<file path="src/rtl/demux_rr_sched.sv">
// Round-robin burst scheduler driving the select lines of a 1:4 demux.
// One valid/ready input stream is shared across four channels in bursts of
// BURST words, skipping disabled channels and stalling on backpressure.
module demux_rr_sched #(
  parameter int unsigned DW    = 1,
  parameter int unsigned BURST = 4,
  parameter int unsigned CNT_W = 8
) (
  input  logic          clk,
  input  logic          rst,
  input  logic [3:0]    en_mask,
  input  logic          in_valid,
  input  logic [DW-1:0] in_data,
  output logic          in_ready,
  output logic [3:0]    out_valid,
  output logic [DW-1:0] out_data,
  input  logic [3:0]    out_ready,
  output logic          s1,
  output logic          s0,
  output logic          busy,
  output logic          burst_done
);

  typedef enum logic [0:0] {StIdle, StSend} state_e;

  state_e           state_q, state_d;
  logic [1:0]       sel_q, sel_d;
  logic [CNT_W-1:0] cnt_q, cnt_d;
  logic             burst_done_q, burst_done_d;
  logic             xfer;
  logic             last_word;

  // First enabled channel scanning start, start+1, start+2, start+3 (mod 4);
  // falls back to start when nothing is enabled.
  function automatic logic [1:0] first_enabled(input logic [1:0] start,
                                                input logic [3:0] mask);
    logic [1:0] pick;
    logic [1:0] cand;
    pick = start;
    for (int k = 3; k >= 0; k--) begin
      cand = start + k[1:0];
      if (mask[cand]) pick = cand;
    end
    return pick;
  endfunction

  assign out_data   = in_data;
  assign s1         = sel_q[1];
  assign s0         = sel_q[0];
  assign burst_done = burst_done_q;
  assign last_word  = (cnt_q == CNT_W'(BURST - 1));

  // Next-state and handshake outputs.
  always_comb begin
    state_d      = state_q;
    sel_d        = sel_q;
    cnt_d        = cnt_q;
    burst_done_d = 1'b0;
    in_ready     = 1'b0;
    out_valid    = 4'b0000;
    busy         = 1'b0;
    xfer         = 1'b0;
    case (state_q)
      StIdle: begin
        if (en_mask != 4'b0000) begin
          state_d = StSend;
          sel_d   = first_enabled(sel_q, en_mask);
          cnt_d   = '0;
        end
      end
      StSend: begin
        busy             = 1'b1;
        in_ready         = out_ready[sel_q] & en_mask[sel_q];
        out_valid[sel_q] = in_valid & en_mask[sel_q];
        xfer             = in_valid & out_ready[sel_q] & en_mask[sel_q];
        if (en_mask == 4'b0000) begin
          state_d = StIdle;
          cnt_d   = '0;
        end else if (!en_mask[sel_q]) begin
          // Channel dropped mid-burst: abandon it silently.
          sel_d = first_enabled(sel_q + 2'd1, en_mask);
          cnt_d = '0;
        end else if (xfer) begin
          if (last_word) begin
            cnt_d        = '0;
            sel_d        = first_enabled(sel_q + 2'd1, en_mask);
            burst_done_d = 1'b1;
          end else begin
            cnt_d = cnt_q + 1'b1;
          end
        end
      end
      default: state_d = StIdle;
    endcase
  end

  // State registers with synchronous reset.
  always_ff @(posedge clk) begin
    if (rst) begin
      state_q      <= StIdle;
      sel_q        <= 2'b00;
      cnt_q        <= '0;
      burst_done_q <= 1'b0;
    end else begin
      state_q      <= state_d;
      sel_q        <= sel_d;
      cnt_q        <= cnt_d;
      burst_done_q <= burst_done_d;
    end
  end

endmodule

</file>
<file path="config.mk">
export PLATFORM = sky130hd
export DESIGN_NAME = demux_rr_sched
export DESIGN_NICKNAME = d
export VERILOG_FILES = /design/src/rtl/demux_rr_sched.sv
export SDC_FILE = /design/constraint.sdc
export NUM_CORES = 1
export LEC_CHECK = 0
export CORE_AREA = 3 3 49 51
export CTS_CLUSTER_DIAMETER = 200
export DETAILED_ROUTE_END_ITERATION = 8
export DIE_AREA = 0 0 52 54
export MAX_ROUTING_LAYER = met4
export PLACE_DENSITY = 0.86
export SYNTH_ARGS = -nofsm -noshare
export SYNTH_HDL_FRONTEND = slang
export SYNTH_SLANG_ARGS = --single-unit
export TNS_END_PERCENT = 100
</file>
<file path="constraint.sdc">
create_clock -name clk -period 4.6 [get_ports clk]
set_input_delay 0.92 -clock clk [delete_from_list [all_inputs] [get_ports clk]]
set_output_delay 0.92 -clock clk [all_outputs]
set_load 0.02 [all_outputs]
</file>
==> out/metrics.yaml, run 1 <==
synth_top_area_share_pct: 22.7
drt_iter0_drc: 33
hp-class: "register to register"
antenna_found_initial: 0
cp-end-kind: "output port"
fin_skew_ns: 0.00216
cts_tree: "built"
layout_min_cycle_time_ns: 3.99
critPathMaxStageDelay_ns: 0.60
worst_ir_drop_vdd_mv: 0.250
yosys.area.top_type: "dfxtp_1"
setup_violations: 0
synth.avg_cell_area_um2: 9.35
synth-seq-cells: 12
ios: 22
die_height_um: 54
top_usage_layer: "met2"
postCtsSetupBuffers: 0
finalWirelength_mm: 2.26
p_leak_nw: 0.428
synthesis.area_um2: 1060
cp_common_cell: "clkdlybuf4s50_1"
cts-resized-gates: 0
crit_slowest_cell: "clkdlybuf4s50_1"
fin_hold_ws_ns: 0.531
p_per_area_nw_per_um2: 399
gp_congestion: 0.877
grt_pass1_vias: 831
overflow: 0
finalPower_mw: 0.499
crit_chain: "clkdlybuf4s50_1 -> mux4_2 -> and2_4 -> and3_2 -> clkdlybuf4s50_1"
dieArea_um2: 2810
port_buffers: 19
fmax_mhz: 251
cts_sinks: 12
yosysWarnings: 0
core_area_um2: 1980
synth.distinct_cells: 47
numCtsBuffers: 3
drc: 0
via_count: 929
initial_utilization_pct: 53.3
synth_nets: 130
num_antenna_cells: 0
grt_start_max_net_pins: 14
clockRootBuffer: "clkbuf_4"
hold_violations: 0
dpl.cell_count: 151
status: "complete, no violations"
slew_headroom_pct: 45.4
area_growth_syn_to_layout_pct: 18.4
clock_latency_ns: 0.27
drtPass1Iterations: 4
path_class: "input pin to output port"
fin_setup_tns_ns: 0
rows: 16
grt_pass1_wl_mm: 3.81
final_antenna_net_count: 0
tightest_slew_ns: 0.811
yosysSeqAreaShare_pct: 22.7
slew_viol_final: 0
layout_common_cells: "clkdlybuf4s50_1 (19), dfxtp_1 (12), nor2_1 (10)"
drive_above_1_share_pct: 18.9
final_common_cell: "clkdlybuf4s50_1"
crit_path_max_fanout: 12
place_hpwl_mm: 1.76
layout.cells.non_filler: 154
synth_cells: 113
rsz0062_at_grt: "false"
clockBufferDepth: 2
async_flop_share_pct: 0
fin_nets: 146
period_share_pct: 86.7
use_met1_pct: 24.4
use_met3_pct: 4.43
synth_edf_count: 0
dieWidth_um: 52
synth_flop_cell: "dfxtp_1"
fin_util_pct: 63.1
wl_per_cell_um: 14.7
routed_via_density: 6.03
clk_pin_slew_ns: 0.07
drv_cap: 0
postCtsHoldBufs: 0
start_kind: "input pin"
grtUsageTotal_pct: 18.7
cp.required_ns: 3.68
htree_levels: 1
synth_area_leaders: "dfxtp_1 (23%), ha_1 (5.9%), a2111oi_4 (5.2%)"
cp.arrival_ns: 3.07
met2_usage_pct: 28.7
-- flip-flops by register name (all words and copies together), names as in the netlist --
signal / cells
cnt_q: 8
sel_q: 2
burst_done: 1
state_q: 1
-- final timing paths --
check / from / endpoint / slack [ns] / depth (start not counted)
worst min register to register: cnt_q[7] / cnt_q[7] / 0.53 / 2
worst max register to register: sel_q[0] / sel_q[1] / 1.69 / 7
worst min-delay path: cnt_q[7] / cnt_q[7] / 0.53 / 2
worst max-delay path: en_mask[1] / out_valid[1] / 0.61 / 5
-- worst max-delay path: cells and delay by family --
kind                   cells  cell delay, ns
buffers and inverters      2            1.13
muxes                      1            0.56
and+or+nand+nor            2            0.45
-- cell families (layout without fill, tap and decap cells) --
logic type	after synthesis	in the layout	share of synthesized area [%]
and+or+nand+nor	42	42	22.9
AOI/OAI and AO/OA	25	25	22.2
xor gates and xnor gates	6	6	4.98
muxes	8	8	13.3
adders and majority gates	6	6	6.87
buffers and inverters	14	28	7.11
DFF	12	12	22.7
-- layout make-up --
cell class / count / area [µm²]
multi-input combinational: 87 / 741
fill: 170 / 732
sequential: 12 / 240
timing repair buffer: 19 / 190
tap: 27 / 33.8
clock buffer: 3 / 22.5
inverter: 6 / 22.5
-- stage by stage --
stage	instance area, µm²	setup slack [ns]
after detailed placement	1230	0.624
after floorplan	1060	1.56
after global routing	1250	0.558
after global placement	1230	0.675
final	1250	0.610
after CTS	1250	0.622
-- cells in the mapped netlist, drive strengths merged (3+ instances only) --
| cell | number |
|---|---|
| ha | 5 |
| o21ai | 3 |
| a21oi | 5 |
| nand2 | 6 |
| mux4 | 4 |
| nor3b | 3 |
| buf | 6 |
| xnor2 | 6 |
| a2111oi | 3 |
| and3 | 5 |
| inv | 6 |
| dfxtp | 12 |
| nor2 | 12 |
-- metal layers --
layer	routed length, µm	up-vias
li1	-	451
met1	1010	434
met2	1060	40
met3	180	4
met4	7	0
met5	0	-
-- where the power goes --
part	switching [mW]	internal (mW)	total, mW
sequential	0.0348	0.116	0.150
clock	0.0329	0.0303	0.0632
combinational	0.138	0.147	0.285
Power figures use the tool's default switching activity.
==> inputs of run 2 (changes only) <==
--- a/config.mk
+++ b/config.mk
@@ -5,12 +5,14 @@
 export SDC_FILE = /design/constraint.sdc
 export NUM_CORES = 1
 export LEC_CHECK = 0
-export CORE_AREA = 3 3 49 51
+export CAP_MARGIN = 20
+export CORE_AREA = 3 3 48 50
+export CTS_BUF_LIST = sky130_fd_sc_hd__clkbuf_2 sky130_fd_sc_hd__clkbuf_4 sky130_fd_sc_hd__clkbuf_8
 export CTS_CLUSTER_DIAMETER = 200
 export DETAILED_ROUTE_END_ITERATION = 8
-export DIE_AREA = 0 0 52 54
+export DIE_AREA = 0 0 51 53
 export MAX_ROUTING_LAYER = met4
-export PLACE_DENSITY = 0.86
+export PLACE_DENSITY = 0.89
 export SYNTH_ARGS = -nofsm -noshare
 export SYNTH_HDL_FRONTEND = slang
 export SYNTH_SLANG_ARGS = --single-unit
==> run 2 against run 1 <==
Core utilization is 1.3 points higher; final cell count stayed put; via count stayed put; register-to-register slack worse by 0.06 ns; non-clock buffer count stayed put; sequential share of layout area stayed put; largest cell class unchanged.
==> out/metrics.yaml, run 2 (same netlist as run 1, synthesis figures left out) <==
clk_pin_slew_ns: 0.06  # about the same
grt_pass1_vias: 895  # +7.7%
core_area_um2: 1940  # -2.0%
fin_skew_ns: 0.00645  # +0.00429 ns
hold_violations: 0  # unchanged
largest_reg_flops: 8  # unchanged
hp-class: "register to register"
clockRootBuffer: "clkbuf_4"
p_per_area_nw_per_um2: 401  # +0.51%
cts_tree: "built"
drive_above_1_share_pct: 18.9  # unchanged
n_fill_cell: 167  # -1.8%
cp.arrival_ns: 3.10  # +0.03 ns
numCtsBuffers: 3  # unchanged
p_leak_nw: 0.428  # unchanged
initial_utilization_pct: 54.4  # +1.1 points
layout_min_cycle_time_ns: 4.02  # +0.0332 ns
worst_ir_drop_vdd_mv: 0.250  # about the same
final_common_cell: "clkdlybuf4s50_1"
dieWidth_um: 51  # -1.9%
tightest_slew_ns: 0.886  # +0.0753 ns
overflow: 0  # unchanged
r2r_cells: 7  # unchanged
r2r-start: "sel_q[0]"
cts_sinks: 12  # unchanged
fmax_mhz: 249  # -0.83%
wl_per_cell_um: 15.8  # +7.4%
clockBufferDepth: 2  # unchanged
die_height_um: 53  # -1.9%
fin_nets: 146  # unchanged
port_buffers: 19  # unchanged
start_kind: "input pin"
finalWirelength_mm: 2.43  # +7.4%
r2r_setup_slack_ns: 1.63  # -0.06 ns
hp-start: "cnt_q[7]"
gp_congestion: 0.876  # -0.21%
worstHoldPathCells: 2  # unchanged
fin_setup_tns_ns: 0  # unchanged
slew_headroom_pct: 40.4  # -5.1 points
grtUsageTotal_pct: 20.6  # +1.9 points
grt_start_max_net_pins: 14  # unchanged
rr_endpoint: "sel_q[1]"
layout_common_cells: "clkdlybuf4s50_1 (19), dfxtp_1 (12), nor2_1 (10)"
drv_cap: 0  # unchanged
status: "complete, no violations"
final_antenna_net_count: 0  # unchanged
htree_levels: 1  # unchanged
via_count: 929  # unchanged
cp-end-kind: "output port"
layout_top_registers: "cnt_q (8), sel_q (2)"
holdPathEnd: "cnt_q[7]"
period_share_pct: 87.5  # +0.72 points
drc: 0  # unchanged
rsz0062_at_grt: "false"
area_growth_syn_to_layout_pct: 18.4  # unchanged
slew_viol_final: 0  # unchanged
regMostFlops: "cnt_q"
drtPass1Iterations: 4  # unchanged
setup_violations: 0  # unchanged
antenna_found_initial: 0  # unchanged
drt_iter0_drc: 32  # -3.0%
postCtsHoldBufs: 0  # unchanged
dieArea_um2: 2700  # -3.7%
clock_latency_ns: 0.27  # about the same
postCtsSetupBuffers: 0  # unchanged
cts-resized-gates: 0  # unchanged
final-seq-area_um2: 240  # unchanged
multi_input_area_um2: 741  # unchanged
num_antenna_cells: 0  # unchanged
rows: 16  # unchanged
ios: 22  # unchanged
place_hpwl_mm: 1.88  # +6.4%
routed_via_density: 6.03  # unchanged
path_class: "input pin to output port"
grt_pass1_wl_mm: 4.10  # +7.6%
fin_hold_ws_ns: 0.540  # +0.00899 ns
cp.required_ns: 3.68  # about the same
crit_path_max_fanout: 12  # unchanged
-- run 2: cell counts in the layout (fill, tap and decap cells not counted) --
No cell type changed its count.
-- run 2: worst max-delay path by stage --
stage | from | cells past startpoint | end
floorplan | en_mask[3] | 5 | out_valid[0]
finish | en_mask[2] | 5 | out_valid[1]
detailed placement | en_mask[2] | 5 | out_valid[1]
global placement | en_mask[2] | 5 | out_valid[3]
CTS | en_mask[2] | 5 | out_valid[1]
global route | en_mask[2] | 5 | out_valid[1]
-- run 2: area by class of cell --
type,count,area share [%]
multi-input cells,87,59.3
flip-flops and latches,12,19.2
repair buffers,19,15.2
well taps,27,2.70
clock buffers,3,1.80
inverters,6,1.80
-- run 2: metrics by stage --
stage          power [mW]  util, %  instances  instance area, µm²  setup WS [ns]
2_1_floorplan       0.372        -        113                1060           1.56
3_3_place_gp        0.425     63.2        151                1230          0.677
3_5_place_dp        0.442     63.2        151                1230          0.579
4_1_cts             0.504     64.4        154                1250          0.579
5_1_grt             0.540     64.4        154                1250          0.525
6_report            0.501     64.4        154                1250          0.577
-- run 2: power by group --
part           leakage, nW  switching, mW  internal (mW)
Clock               0.0138         0.0307         0.0303
Sequential          0.0976         0.0356          0.116
Combinational        0.316          0.141          0.148
Total                0.428          0.208          0.294
-- run 2: worst max-delay path, stage by stage --
cell	delay [ns]
clkdlybuf4s50_1	0.58
mux4_2	0.59
and2_4	0.24
and3_2	0.23
clkdlybuf4s50_1	0.54
-- run 2: routing by layer --
metal	track usage [%]	share of wire [%]
met3	5.92	6.5
met1	24.0	43
met5	-	0
met4	7.17	0.49
met2	33.9	50
==> inputs of run 3 (changes only) <==
--- a/config.mk
+++ b/config.mk
@@ -5,10 +5,8 @@
 export SDC_FILE = /design/constraint.sdc
 export NUM_CORES = 1
 export LEC_CHECK = 0
-export CAP_MARGIN = 20
 export CORE_AREA = 3 3 48 50
 export CTS_BUF_LIST = sky130_fd_sc_hd__clkbuf_2 sky130_fd_sc_hd__clkbuf_4 sky130_fd_sc_hd__clkbuf_8
-export CTS_CLUSTER_DIAMETER = 200
 export DETAILED_ROUTE_END_ITERATION = 8
 export DIE_AREA = 0 0 51 53
 export MAX_ROUTING_LAYER = met4
==> results of run 3 <==
The final DEF is identical to that of run 2; final timing and power are the same.
